`src/rtl/hall_input_conditioner.sv`:
```
// Hall sensor front end: synchronizes and debounces the raw hall pins, then derives
// commutation steps, direction, step period, stall and a sticky fault flag.
module hall_input_conditioner #(
    parameter int unsigned FILTER_CYCLES = 16,
    parameter int unsigned PERIOD_WIDTH  = 16
) (
    input  logic                    clk,
    input  logic                    rst_n,
    input  logic [2:0]              hall_raw,
    input  logic                    fault_clr,
    output logic [2:0]              hall,
    output logic                    hall_valid,
    output logic                    step,
    output logic                    dir,
    output logic [PERIOD_WIDTH-1:0] period,
    output logic                    period_valid,
    output logic                    stall,
    output logic                    fault
);

    localparam int unsigned              CNT_W    = $clog2(FILTER_CYCLES);
    localparam logic [CNT_W-1:0]         CNT_MAX  = CNT_W'(FILTER_CYCLES - 1);
    localparam logic [PERIOD_WIDTH-1:0]  TCNT_MAX = '1;
    localparam logic [PERIOD_WIDTH-1:0]  TCNT_ONE = PERIOD_WIDTH'(1);

    // Forward commutation order: 101 -> 100 -> 110 -> 010 -> 011 -> 001 -> 101
    function automatic logic [2:0] fwd_next(input logic [2:0] code);
        case (code)
            3'b101:  fwd_next = 3'b100;
            3'b100:  fwd_next = 3'b110;
            3'b110:  fwd_next = 3'b010;
            3'b010:  fwd_next = 3'b011;
            3'b011:  fwd_next = 3'b001;
            3'b001:  fwd_next = 3'b101;
            default: fwd_next = 3'b000;
        endcase
    endfunction

    function automatic logic [2:0] rev_next(input logic [2:0] code);
        case (code)
            3'b100:  rev_next = 3'b101;
            3'b110:  rev_next = 3'b100;
            3'b010:  rev_next = 3'b110;
            3'b011:  rev_next = 3'b010;
            3'b001:  rev_next = 3'b011;
            3'b101:  rev_next = 3'b001;
            default: rev_next = 3'b000;
        endcase
    endfunction

    logic [2:0]              r_s1;
    logic [2:0]              r_s2;
    logic [2:0]              r_cand;
    logic [CNT_W-1:0]        r_cnt;
    logic [2:0]              r_hall;
    logic                    r_hall_valid;
    logic                    r_step;
    logic                    r_dir;
    logic [PERIOD_WIDTH-1:0] r_period;
    logic                    r_period_valid;
    logic                    r_stall;
    logic                    r_fault;
    logic [PERIOD_WIDTH-1:0] r_tcnt;
    logic                    r_armed;

    logic                    w_load;
    logic                    w_new_valid;
    logic                    w_is_fwd;
    logic                    w_is_rev;
    logic                    w_step;
    logic                    w_fault_evt;
    logic [PERIOD_WIDTH-1:0] w_tcnt_next;
    logic                    w_stall_evt;

    // Classify the pending hall update against the currently accepted code
    always_comb begin
        w_load      = (r_cnt == CNT_MAX) && (r_cand != r_hall);
        w_new_valid = (r_cand != 3'b000) && (r_cand != 3'b111);
        w_is_fwd    = r_hall_valid && (fwd_next(r_hall) == r_cand);
        w_is_rev    = r_hall_valid && (rev_next(r_hall) == r_cand);
        w_step      = w_load && w_new_valid && (w_is_fwd || w_is_rev);
        w_fault_evt = w_load && (!w_new_valid || (r_hall_valid && !w_is_fwd && !w_is_rev));
        w_tcnt_next = w_step ? TCNT_ONE
                    : ((r_tcnt == TCNT_MAX) ? r_tcnt : r_tcnt + TCNT_ONE);
        w_stall_evt = (w_tcnt_next == TCNT_MAX);
    end

    always_ff @(posedge clk or negedge rst_n) begin
        if (!rst_n) begin
            r_s1           <= 3'b000;
            r_s2           <= 3'b000;
            r_cand         <= 3'b000;
            r_cnt          <= '0;
            r_hall         <= 3'b000;
            r_hall_valid   <= 1'b0;
            r_step         <= 1'b0;
            r_dir          <= 1'b0;
            r_period       <= '0;
            r_period_valid <= 1'b0;
            r_stall        <= 1'b0;
            r_fault        <= 1'b0;
            r_tcnt         <= TCNT_ONE;
            r_armed        <= 1'b0;
        end else begin
            r_s1 <= hall_raw;
            r_s2 <= r_s1;

            // Debounce: candidate must hold for FILTER_CYCLES samples before acceptance
            if (r_s2 != r_cand) begin
                r_cand <= r_s2;
                r_cnt  <= '0;
            end else if (r_cnt != CNT_MAX) begin
                r_cnt  <= r_cnt + CNT_W'(1);
            end

            if (w_load) begin
                r_hall       <= r_cand;
                r_hall_valid <= w_new_valid;
            end

            r_step <= w_step;
            if (w_step) begin
                r_dir <= w_is_fwd;
            end

            r_tcnt  <= w_tcnt_next;
            r_stall <= w_stall_evt;

            // A period is only trusted once two consecutive legal steps bracket it
            if (w_fault_evt || w_stall_evt) begin
                r_period_valid <= 1'b0;
                r_armed        <= 1'b0;
            end else if (w_step) begin
                if (r_armed) begin
                    r_period       <= r_tcnt;
                    r_period_valid <= 1'b1;
                end
                r_armed <= 1'b1;
            end

            r_fault <= w_fault_evt || (r_fault && !fault_clr);
        end
    end

    assign hall         = r_hall;
    assign hall_valid   = r_hall_valid;
    assign step         = r_step;
    assign dir          = r_dir;
    assign period       = r_period;
    assign period_valid = r_period_valid;
    assign stall        = r_stall;
    assign fault        = r_fault;

endmodule
```
`config.mk`:
```
export PLATFORM = sky130hd
export DESIGN_NAME = hall_input_conditioner
export DESIGN_NICKNAME = d
export VERILOG_FILES = /design/src/rtl/hall_input_conditioner.sv
export SDC_FILE = /design/constraint.sdc
export NUM_CORES = 1
export LEC_CHECK = 0
export BUFFER_PORTS_ARGS = -buffer_cell sky130_fd_sc_hd__buf_2
export CORE_ASPECT_RATIO = 1.5
export CORE_MARGIN = 2
export CORE_UTILIZATION = 50
export CTS_CLUSTER_DIAMETER = 80
export DETAILED_ROUTE_END_ITERATION = 16
export GPL_TIMING_DRIVEN = 0
export HOLD_SLACK_MARGIN = 0.15
export PLACE_DENSITY = 0.8
export SYNTH_ARGS = -nofsm -noshare
export SYNTH_HDL_FRONTEND = slang
export SYNTH_SLANG_ARGS = --single-unit
```
`constraint.sdc`:
```
create_clock -name clk -period 2.85 [get_ports clk]
set_input_delay 0.1425 -clock clk [delete_from_list [all_inputs] [get_ports clk]]
set_output_delay 0.1425 -clock clk [all_outputs]
set_load 0.005 [all_outputs]
```
* Word level (Yosys, flattened, before mapping)
Cells that the tools add are included.
Word-level totals: register bits 55, output and inout port bits 25, input port bits 6, logic and storage cells 67
Cells by class: add/subtract/negate cells 2, reduce and logical (&&, ||, !) cells 24, equality and inequality tests 15, muxes and demuxes 11, bitwise operators 1
Operators by type and width (count):
- 3-bit one-hot mux with 6 select lines | 2
- 16-bit == test, second input constant | 2
- 16-bit two-way mux | 2
- 16-bit by 1-bit adder with 16-bit output, second input constant | 1
- 1-bit logical AND | 10
- 3-bit == test, second input constant | 3
- 4-bit two-way mux | 2
- 3-bit by 2-bit == test with 1-bit output, second input constant | 2
- 3-bit == test | 2
- 3-bit inequality test | 2
- 2-bit nonzero test | 3
- 1-bit two-way mux | 5
- 4-bit by 1-bit adder with 4-bit output, second input constant | 1
- 4-bit == test, second input constant | 1
- 1-bit logical NOT | 4
- 1-bit logical OR | 4
- 4-bit inequality test, second input constant | 1
- 3-bit by 1-bit == test with 1-bit output, second input constant | 1
- 3-bit inequality test, second input constant | 1
- 3-bit AND reduction | 1
- 3-bit nonzero test | 1
- 2-bit AND reduction | 1
- 1-bit inverter | 1

* Depth between registers and ports, before layout
Gate-level depths: netlist of run 1.
word-level depth 12, mapped depth 9, depth with buffers taken out 7

* Worst setup path after synthesis of run 1
OpenSTA, ideal clock, no wires.
kind reg2reg, start register r_hall[0] (netlist: hall[0]), end register r_period[10] (netlist: period[10]), data arrival time 2.097 ns, required time 2.725 ns, cell stages (with the launch flop) 10, period minus slack after synthesis 2.222 ns, path buffers 3, path slack 0.628 ns, library setup time 0.125 ns, path through dfrtp_1 -> buf_2 -> or4b_1 -> a21oi_1 -> a31oi_1 -> a21boi_2 -> and2_1 -> buf_4 -> buf_6 -> mux2_2
Between the ends: word-level cells in the longest chain between the ends 12, elaborated cells between the ends (all ways) 28, classes of those cells eq/ne: 10; mux: 3; bitwise: 1; reduce/logical: 14
RTL lines:
- from (decl) | RTL line 55 | logic [2:0] r_hall;
- from (signal assigned) | RTL line 117 | r_hall <= r_cand;
- parallel branches: the longest is 11 deep, another holds 16-bit two-way mux
- 3-bit AND reduction (no source line) *
- to (signal assigned) | RTL line 135 | r_period <= r_tcnt;
- to (decl) | RTL line 59 | logic [PERIOD_WIDTH-1:0] r_period;
Every way passes the cells marked *. A chain may end at the register's enable or synchronous reset.

* Final worst setup path of run 1
start register r_tcnt[0], end register r_period_valid (netlist: period_valid)
Between the ends: word-level cells in the longest chain between the ends 7, elaborated cells between the ends (all ways) 10, classes of those cells add/sub: 1; eq/ne: 2; mux: 3; reduce/logical: 4
RTL lines:
- from (decl) | RTL line 63 | logic [PERIOD_WIDTH-1:0] r_tcnt;
- from (signal assigned) | RTL line 126 | r_tcnt <= w_tcnt_next;
- 16-bit by 1-bit adder with 16-bit output / 16-bit == test (equally long branches) | RTL line 84 | : ((r_tcnt == TCNT_MAX) ? r_tcnt : r_tcnt + TCNT_ONE);
- 16-bit two-way mux * | RTL line 84
- 16-bit two-way mux * | RTL line 83 | w_tcnt_next = w_step ? TCNT_ONE
- 16-bit == test * | RTL line 85 | w_stall_evt = (w_tcnt_next == TCNT_MAX);
- 1-bit logical OR * | RTL line 130 | if (w_fault_evt || w_stall_evt) begin
- 2-bit nonzero test (no source line)
- 2-bit AND reduction (no source line)
- to (signal assigned) | RTL line 99 | r_period_valid <= 1'b0;
- to (signal assigned) | RTL line 131 | r_period_valid <= 1'b0;
- to (signal assigned) | RTL line 136 | r_period_valid <= 1'b1;
- to (decl) | RTL line 60 | logic r_period_valid;
Mark *: on every way between the ends. The rest lies on a longest branch, timed or not.

==> results of run 1 <==
-- per-layer routing --
layer,up-vias,track usage [%]
met5,-,0
met1,982,22.15
li1,974,-
met2,34,32.73
met4,0,9.043
met3,13,2.758
-- layout make-up --
| type | instances | area [sq um] | area share (%) |
|---|---|---|---|
| Multi-Input combinational cell | 172 | 1212 | 39.10 |
| Tap cell | 68 | 85.08 | 2.744 |
| Clock inverter | 2 | 37.54 | 1.211 |
| Clock buffer | 5 | 68.82 | 2.220 |
| Sequential cell | 55 | 1378 | 44.43 |
| Inverter | 6 | 22.52 | 0.7264 |
| Timing Repair Buffer | 35 | 200.2 | 6.457 |
| Buffer | 16 | 96.34 | 3.107 |
-- placed cells by master (no fill, tap or decap), types with 7 or more instances in the layout --
cell	instances
a21oi_1	7
o21ai_0	10
xnor2_1	12
dfrtp_1	54
nor2_1	23
nand3_1	14
buf_2	38
mux2_2	19
nand2_1	13
-- state kept, by name (all words and copies together) (netlist names) --
name and count:
dir 1, fault 1, hall 3, hall_valid 1
period 16, period_valid 1, r_armed 1, r_cand 3
r_cnt 4, r_s1 3, r_s2 3, r_tcnt 16
stall 1, step 1
-- stage by stage --
step | cell area (sq um) | total power [mW] | utilization, %
final | 3100 | 1.333 | 59.57
after global routing | 3100 | 1.387 | 59.57
after CTS | 3100 | 1.348 | 59.57
after detailed placement | 2944 | 0.8550 | 56.56
after global placement | 2944 | 0.8531 | 56.56
after floorplan | 2709 | 0.8309 | -
-- cells by family after synthesis --
kind of cell	after synthesis	share of synthesized area, %
xor gates and xnor gates	16	5.173
DFF	55	50.85
muxes	24	9.746
and+or+nand+nor	86	17.92
buffers and inverters	22	4.387
AOI/OAI and AO/OA	44	10.99
adders and majority gates	2	0.9236
-- worst max-delay path, stage by stage (launching register included) --
cell,delay [ns]
dfstp_2,0.60
ha_1,0.27
nand3_1,0.20
nor4_4,0.56
nor3_1,0.13
xnor2_1,0.19
nor4_1,0.47
a211oi_1,0.15
-- power groups by stage --
| stage | logic [mW] | registers (mW) | clock network, mW |
|---|---|---|---|
| 3_3_place_gp | 0.0452 | 0.808 | 0 |
| 3_5_place_dp | 0.0466 | 0.808 | 0 |
| 6_report | 0.0508 | 0.793 | 0.489 |
| 2_1_floorplan | 0.0236 | 0.807 | 0 |
| 5_1_grt | 0.0586 | 0.794 | 0.534 |
| 4_1_cts | 0.0520 | 0.793 | 0.503 |
-- worst min path at each step --
stage                                 start                end  slack [ns]  depth (start not counted)
after floorplan                       rst_n    dir$_DFFE_PN0P_       -0.15                          0
after global placement          hall_raw[1]  r_s1[1]$_DFF_PN0_        0.25                          1
after detailed placement        hall_raw[1]  r_s1[1]$_DFF_PN0_        0.25                          1
after CTS                 r_s1[2]$_DFF_PN0_  r_s2[2]$_DFF_PN0_        0.36                          0
after global routing      r_s1[2]$_DFF_PN0_  r_s2[2]$_DFF_PN0_        0.37                          0
final                     r_s1[2]$_DFF_PN0_  r_s2[2]$_DFF_PN0_        0.35                          0
==> results.toml, run 1 <==
[timing]
tns_ns = 0
slew_viol_final = 0
period_share_pct = 94.54
setup_viol = 0
whs_ns = 0.3460
hold_viol = 0
max_freq_mhz = 371.2
worst_slack_ns = 0.1557
max-slew-margin-rel_pct = 21.22
fin_crit_ns = 2.694
fin_skew_ns = 0.007902
grt_setup_unrepaired = "no"
tightest_slew_ns = 1.182

[placement]
routabilityCongestion = 0.8471
dp_hpwl_mm = 3.595
placed_cells = 347
pre_cts_slack_ns = 0.1791
io_buffers = 30

[routing]
drtAntennaViolNets = 0
met2_length_mm = 2.739
via_count = 2003
drc = 0
first_iter_violations = 73
dr_wl_met3_um = 155
topRoutingLayerUsed = "met4"
via_per_inst = 5.579
wl_mm = 5.140
avgRoutedWirePerCell_um = 14.32
met1Wirelength_mm = 2.090
first_pass_iters = 4

[floorplan]
num_io_pins = 31
die_w_um = 64.10
dieArea_sq_mm = 0.006035
fp.dieH_um = 94.15
coreArea_sq_mm = 0.005205
start_util_pct = 52.04
rows = 32

[power]
pwr-share-comb_pct = 3.8
p_leak_nw = 1.467
p_switching_uw = 268.6
p_clk_share_pct = 36.7
switching_share_pct = 20.16
power_frac_seq_pct = 59.5
powerDensity_mw_per_mm2 = 429.8
ir_drop_mv = 0.2848
p_int_mw = 1.064

[setup_path]
critPathArrivalTime_ns = 2.86
crit_path_end_kind = "flip-flop"
cp_max_fo = 7
ff2ff_path_depth = 7
critPathCapture = "period_valid$_DFFE_PN0P_"
r2r-start = "r_tcnt[0]$_DFF_PN1_"
start_kind = "flip-flop"
rrSetupSlack_ns = 0.16
crit_type = "flip-flop to flip-flop"
timing.rr.end = "period_valid$_DFFE_PN0P_"
setup.worst_path.start = "r_tcnt[0]$_DFF_PN1_"
crit_required_ns = 3.02

[grt]
antenna_found_initial = 0
grt_max_degree = 56
grt_first_pass_wirelength_mm = 8.894
grt_use_total_pct = 18.66
grt_pass1_vias = 1924
grt-ovfl-total = 0

[synthesis]
syn_area_per_cell_sq_um = 10.88
synth_area_sq_mm = 0.002709
ys.flop_type = "dfrtp_1"
synth_top_area_share_pct = 49.88
synthTopCellsByArea = "dfrtp_1 50%, mux2_2 7.9%, xnor2_1 3.9%, nor2_1 3.2%, nand3_1 2.6%"
synth_seq_area_share_pct = 50.85
synth_top_cell_by_area = "dfrtp_1"
synthArstFlopShare_pct = 100.0
yosys.cell_types.count = 55
ys_seq_elements = 55
synth_common_cells = "54 x dfrtp_1, 23 x nor2_1, 19 x mux2_2"
synthCells = 249
synth_warnings = 0
synth_edf_count = 0
mappedNetlistNets = 257
synth_most_common_cell = "dfrtp_1"

[clock_network]
htreeDepth = 2
cts-resized-gates = 0
clk_latency_ns = 0.30
cts_tree = "yes"
cts_buffers = 5
root_buffer = "clkbuf_8"
cts.sinks = 55
ctsHoldBuffers = 5
cts_setup_buffers = 0
path_clk_slew_ns = 0.09
clk_path_buf_depth = 2

[cells_and_area]
area.growth.synth_to_final_pct = 14.46
post_layout_nonfiller_instances = 359
final_nets = 299
drive_gt1_share_pct = 27.84
diodes = 0
fill_cells = 458

[outcome]
status = "complete, no violations"

[hold_path]
hp-class = "flip-flop to flip-flop"

[job]
cap_violations = 0
(Power assumes the default switching activity.)
==> run 2: changes to the inputs <==
- BUFFER_PORTS_ARGS: -buffer_cell sky130_fd_sc_hd__buf_2 -> unset
- DONT_BUFFER_PORTS: unset -> 1
- PLACE_DENSITY: 0.8 -> 0.75
==> run 2 against run 1 <==
Against the previous run: global-route usage increased by 0.51 points; worst setup slack improved by 0.096 ns; clock skew increased by 0.00077 ns; first-iteration DRC count increased by 8.2%; non-clock buffer count decreased by 26; combinational power increased by 3%; hold slack improved by 0.0015 ns; largest cell class unchanged; highest routed layer unchanged.
==> results.toml, run 2 (synthesized netlist as in run 1, its figures left out) <==
[timing]
worst_slack_ns = 0.2514
tns_ns = 0
grt_setup_unrepaired = "no"
period_share_pct = 91.18
fin_crit_ns = 2.599
max_freq_mhz = 384.8
hold_viol = 0
tightest_slew_ns = 0.7184
setup_viol = 0
fin_skew_ns = 0.008668
max-slew-margin-rel_pct = 51.74
slew_viol_final = 0

[power]
ir_drop_mv = 0.3296
p_leak_nw = 1.336
powerDensity_mw_per_mm2 = 445.6

[setup_path]
cp_max_fo = 10
crit_path_end_kind = "flip-flop"
crit_required_ns = 3.04
start_kind = "flip-flop"
crit_type = "flip-flop to flip-flop"
critPathArrivalTime_ns = 2.79

[routing]
avgRoutedWirePerCell_um = 15.94
via_per_inst = 5.868
drc = 0
via_count = 1954
wl_mm = 5.308
drtAntennaViolNets = 0
first_iter_violations = 79
first_pass_iters = 4

[clock_network]
cts_buffers = 5
root_buffer = "clkbuf_8"
htreeDepth = 2
cts-resized-gates = 0
cts_tree = "yes"
path_clk_slew_ns = 0.09
cts.sinks = 55
clk_path_buf_depth = 2
clk_latency_ns = 0.30

[grt]
grt_pass1_vias = 1998
antenna_found_initial = 0
grt_use_total_pct = 19.17
grt_max_degree = 56
grt-ovfl-total = 0
grt_first_pass_wirelength_mm = 9.087

[cells_and_area]
fin_area_sq_mm = 0.003000
layout_commonest_cell = "dfrtp_1"
area.growth.synth_to_final_pct = 10.76
most-common-layout-cells = "54 x dfrtp_1, 23 x nor2_1, 19 x mux2_2"
final_nets = 273
diodes = 0
drive_gt1_share_pct = 20.75
post_layout_nonfiller_instances = 333

[floorplan]
rows = 32
coreArea_sq_mm = 0.005205
die_w_um = 64.10
dieArea_sq_mm = 0.006035
start_util_pct = 52.04
fp.dieH_um = 94.15
num_io_pins = 31

[job]
cap_violations = 0

[placement]
placed_area_sq_mm = 0.002794
pre_cts_slack_ns = 0.1542
dp_hpwl_mm = 3.727
placed_cells = 317
routabilityCongestion = 0.8678
io_buffers = 0

[hold_path]
hp-class = "primary input to async pin"

[outcome]
status = "complete, no violations"
## run 2: cell count changes in the layout (fill, tap and decap cells not counted)
cell | before | now
buf_16 | 0 | 1
buf_4 | 2 | 5
buf_2 | 38 | 8
## run 2: area by class of cell
type	count	area [sq um]
repair buffers	9	100.1
plain buffers	16	96.34
flip-flops and latches	55	1378
fillers	440	2205
well taps	68	85.08
multi-input cells	172	1212
clock inverters	2	37.54
clock buffers	5	68.82
inverters	6	22.52
## run 2: what timing repair did
| action | 4_1_cts | 5_1_grt |
|---|---|---|
| endpoints found under the setup margin | 0 | 3 |
| buffers inserted | 0 | 3 |
| hold buffers | 6 | 0 |
| endpoints found under the hold margin | 59 | 0 |
## run 2: where the power goes
group | internal, mW | switching [mW] | total, mW
clock network | 0.257 | 0.235 | 0.492
logic | 0.0214 | 0.0307 | 0.0521
registers | 0.788 | 0.00515 | 0.793
total | 1.07 | 0.271 | 1.34
## run 2: worst paths after layout
check,start,endpoint,slack [ns],cells past startpoint
worst max-delay path,r_cnt[0]$_DFFE_PN0P_,period[14]$_DFFE_PN0P_,0.25,9
worst min-delay path,rst_n,r_cand[2]$_DFFE_PN0N_,0.35,2
worst max register to register,r_cnt[0]$_DFFE_PN0P_,period[14]$_DFFE_PN0P_,0.25,9
worst min register to register,r_s1[1]$_DFF_PN0_,r_s2[1]$_DFF_PN0_,0.36,0
max in group asynchronous,rst_n,r_tcnt[0]$_DFF_PN1_,2.22,2
min in group clk,r_s1[1]$_DFF_PN0_,r_s2[1]$_DFF_PN0_,0.36,0
## run 2: worst max-delay path, stage by stage, from the launching register on
cell	delay (ns)
dfrtp_1	0.42
ha_1	0.24
nand3_1	0.27
a31o_2	0.35
nor2_1	0.12
a21boi_2	0.23
and2_1	0.16
buf_4	0.16
buf_6	0.17
mux2_2	0.35
## run 2: routing by layer
layer	track usage [%]	vias up	wire [um]
met5	0	-	0
met4	7.092	0	92
met3	3.957	8	211
met2	34.55	48	2872
met1	22.15	979	2132
li1	-	919	-
## run 2: per-stage QoR
| stage | utilization, % | hold slack [ns] | power (mW) |
|---|---|---|---|
| floorplan | - | -0.1531 | 0.8309 |
| global placement | 53.68 | -0.1518 | 0.8356 |
| detailed placement | 53.68 | -0.1518 | 0.8365 |
| CTS | 57.21 | 0.3476 | 1.353 |
| global route | 57.64 | 0.3749 | 1.393 |
| finish | 57.64 | 0.3475 | 1.337 |
==> run 3: changes to the inputs <==
- PLACE_DENSITY: 0.75 -> unset
==> run 3 against run 2 <==
Against the previous run: design area decreased by 1.0%; combinational power increased by 1%; register-to-register slack got worse by 0.03 ns; critical path depth unchanged; count of clock-buffer cells in the layout unchanged; first-iteration DRC count decreased by 29%; core utilization decreased by 0.58 points; die area unchanged; sequential power about the same; via count decreased by 6.1%; critical endpoint is now period[9]$_DFFE_PN0P_; highest routed layer unchanged.
==> results.toml, run 3 (synthesized netlist as in run 1, its figures left out) <==
[outcome]
status = "complete, no violations"

[routing]
first_iter_violations = 56
drtAntennaViolNets = 0
met2_length_mm = 2.915
first_pass_iters = 4
drc = 0
dr_wl_met3_um = 186
via_count = 1835
avgRoutedWirePerCell_um = 16.19
topRoutingLayerUsed = "met4"
via_per_inst = 5.544
met1Wirelength_mm = 2.182
wl_mm = 5.360

[cells_and_area]
area.growth.synth_to_final_pct = 9.654
final_nets = 270
fin_area_sq_mm = 0.002970
most-common-layout-cells = "54 x dfrtp_1, 23 x nor2_1, 19 x mux2_2"
drive_gt1_share_pct = 20.53
layout_commonest_cell = "dfrtp_1"
fill_cells = 463
diodes = 0
post_layout_nonfiller_instances = 331

[setup_path]
worst-path-buf-inv = 2
cp.depth = 9
crit_type = "flip-flop to flip-flop"
crit_path_end_kind = "flip-flop"
path_cells = "ha_1 -> nand3_1 -> a31o_2 -> nor2_1 -> a21boi_2 -> and2_1 -> buf_4 -> buf_6 -> mux2_2"
cp_max_fo = 10
critPathArrivalTime_ns = 2.83
cpLargestDelayFamily = "compound AO/OA/AOI/OAI gates"
start_kind = "flip-flop"
crit_required_ns = 3.05
crit_slowest_cell = "dfrtp_1"
ff2ff_path_depth = 9
slowest_delay_ns = 0.42

[floorplan]
dieArea_sq_mm = 0.006035
start_util_pct = 52.04
rows = 32
coreArea_sq_mm = 0.005205
num_io_pins = 31
fp.dieH_um = 94.15
die_w_um = 64.10

[grt]
grt_pass1_vias = 1926
grt_max_degree = 56
grt-ovfl-total = 0
grt_first_pass_wirelength_mm = 9.473
grt_use_total_pct = 20.02
antenna_found_initial = 0

[clock_network]
cts_buffers = 5
cts_setup_buffers = 0
htreeDepth = 2
clk_path_buf_depth = 2
clk_latency_ns = 0.31
root_buffer = "clkbuf_8"
cts.sinks = 55
cts_tree = "yes"
path_clk_slew_ns = 0.11

[timing]
max_freq_mhz = 380.8
period_share_pct = 92.14
whs_ns = 0.3311
setup_viol = 0
fin_skew_ns = 0.01419
max-slew-margin-rel_pct = 50.60
worst_slack_ns = 0.2239
fin_crit_ns = 2.626
tns_ns = 0
hold_viol = 0
grt_setup_unrepaired = "no"
tightest_slew_ns = 0.7353
slew_viol_final = 0

[hold_path]
hp-class = "primary input to async pin"

[placement]
dp_hpwl_mm = 3.776
routabilityCongestion = 0.8740
io_buffers = 0
placed_cells = 317
placed_area_sq_mm = 0.002794
pre_cts_slack_ns = 0.1362

[power]
p_int_uw = 985.3
p_switching_uw = 299.5
powerDensity_mw_per_mm2 = 432.6
pwr-share-comb_pct = 4.1
p_leak_nw = 1.310
power_frac_seq_pct = 61.8
switching_share_pct = 23.31
ir_drop_mv = 0.2674
p_clk_share_pct = 34.1

[job]
cap_violations = 0
==> run 3: cell count changes in the layout (fill, tap and decap cells not counted), sizes merged <==
cell,delta
inv,+1
clkinvlp,+1
bufinv,-1
buf,-3
==> run 3: cell type report <==
type | instances | area [sq um] | area share, %
plain buffers | 16 | 96.34 | 3.243
clock buffers | 5 | 68.82 | 2.317
clock inverters | 3 | 23.77 | 0.8003
flip-flops and latches | 55 | 1378 | 46.38
repair buffers | 6 | 77.57 | 2.612
well taps | 68 | 85.08 | 2.864
inverters | 6 | 22.52 | 0.7582
multi-input cells | 172 | 1219 | 41.03
==> run 3: through the flow <==
stage / util [%] / total power [mW]
after detailed placement: 53.68 / 0.8378
after global routing: 57.07 / 1.342
final: 57.07 / 1.285
after CTS: 56.95 / 1.311
after floorplan: - / 0.8309
after global placement: 53.68 / 0.8367
==> run 3: final timing paths <==
path / slack, ns / startpoint / to
min reg2reg: 0.36 / r_s1[2]$_DFF_PN0_ / r_s2[2]$_DFF_PN0_
max reg2reg: 0.22 / r_cnt[0]$_DFFE_PN0P_ / period[9]$_DFFE_PN0P_
max: 0.22 / r_cnt[0]$_DFFE_PN0P_ / period[9]$_DFFE_PN0P_
max in group asynchronous: 2.22 / rst_n / r_tcnt[0]$_DFF_PN1_
min in group clk: 0.36 / r_s1[2]$_DFF_PN0_ / r_s2[2]$_DFF_PN0_
min: 0.33 / rst_n / r_s2[2]$_DFF_PN0_
==> run 3: timing repair <==
action,in CTS,in global routing
endpoints found under the setup margin,0,2
resized for setup,0,1
hold buffers,6,0
endpoints found under the hold margin,59,0
==> run 3: metal layers <==
metal / up-vias / track usage, %
met4: 0 / 6.738
met2: 31 / 35.68
met5: - / 0
met1: 890 / 24.15
met3: 7 / 3.597
li1: 907 / -
==> run 3: power groups by stage <==
stage	clock (mW)	sequential [mW]	combinational [mW]
3_5_place_dp	0	0.809	0.0284
3_3_place_gp	0	0.809	0.0277
2_1_floorplan	0	0.807	0.0236
4_1_cts	0.462	0.794	0.0546
6_report	0.438	0.794	0.0528
5_1_grt	0.486	0.795	0.0612
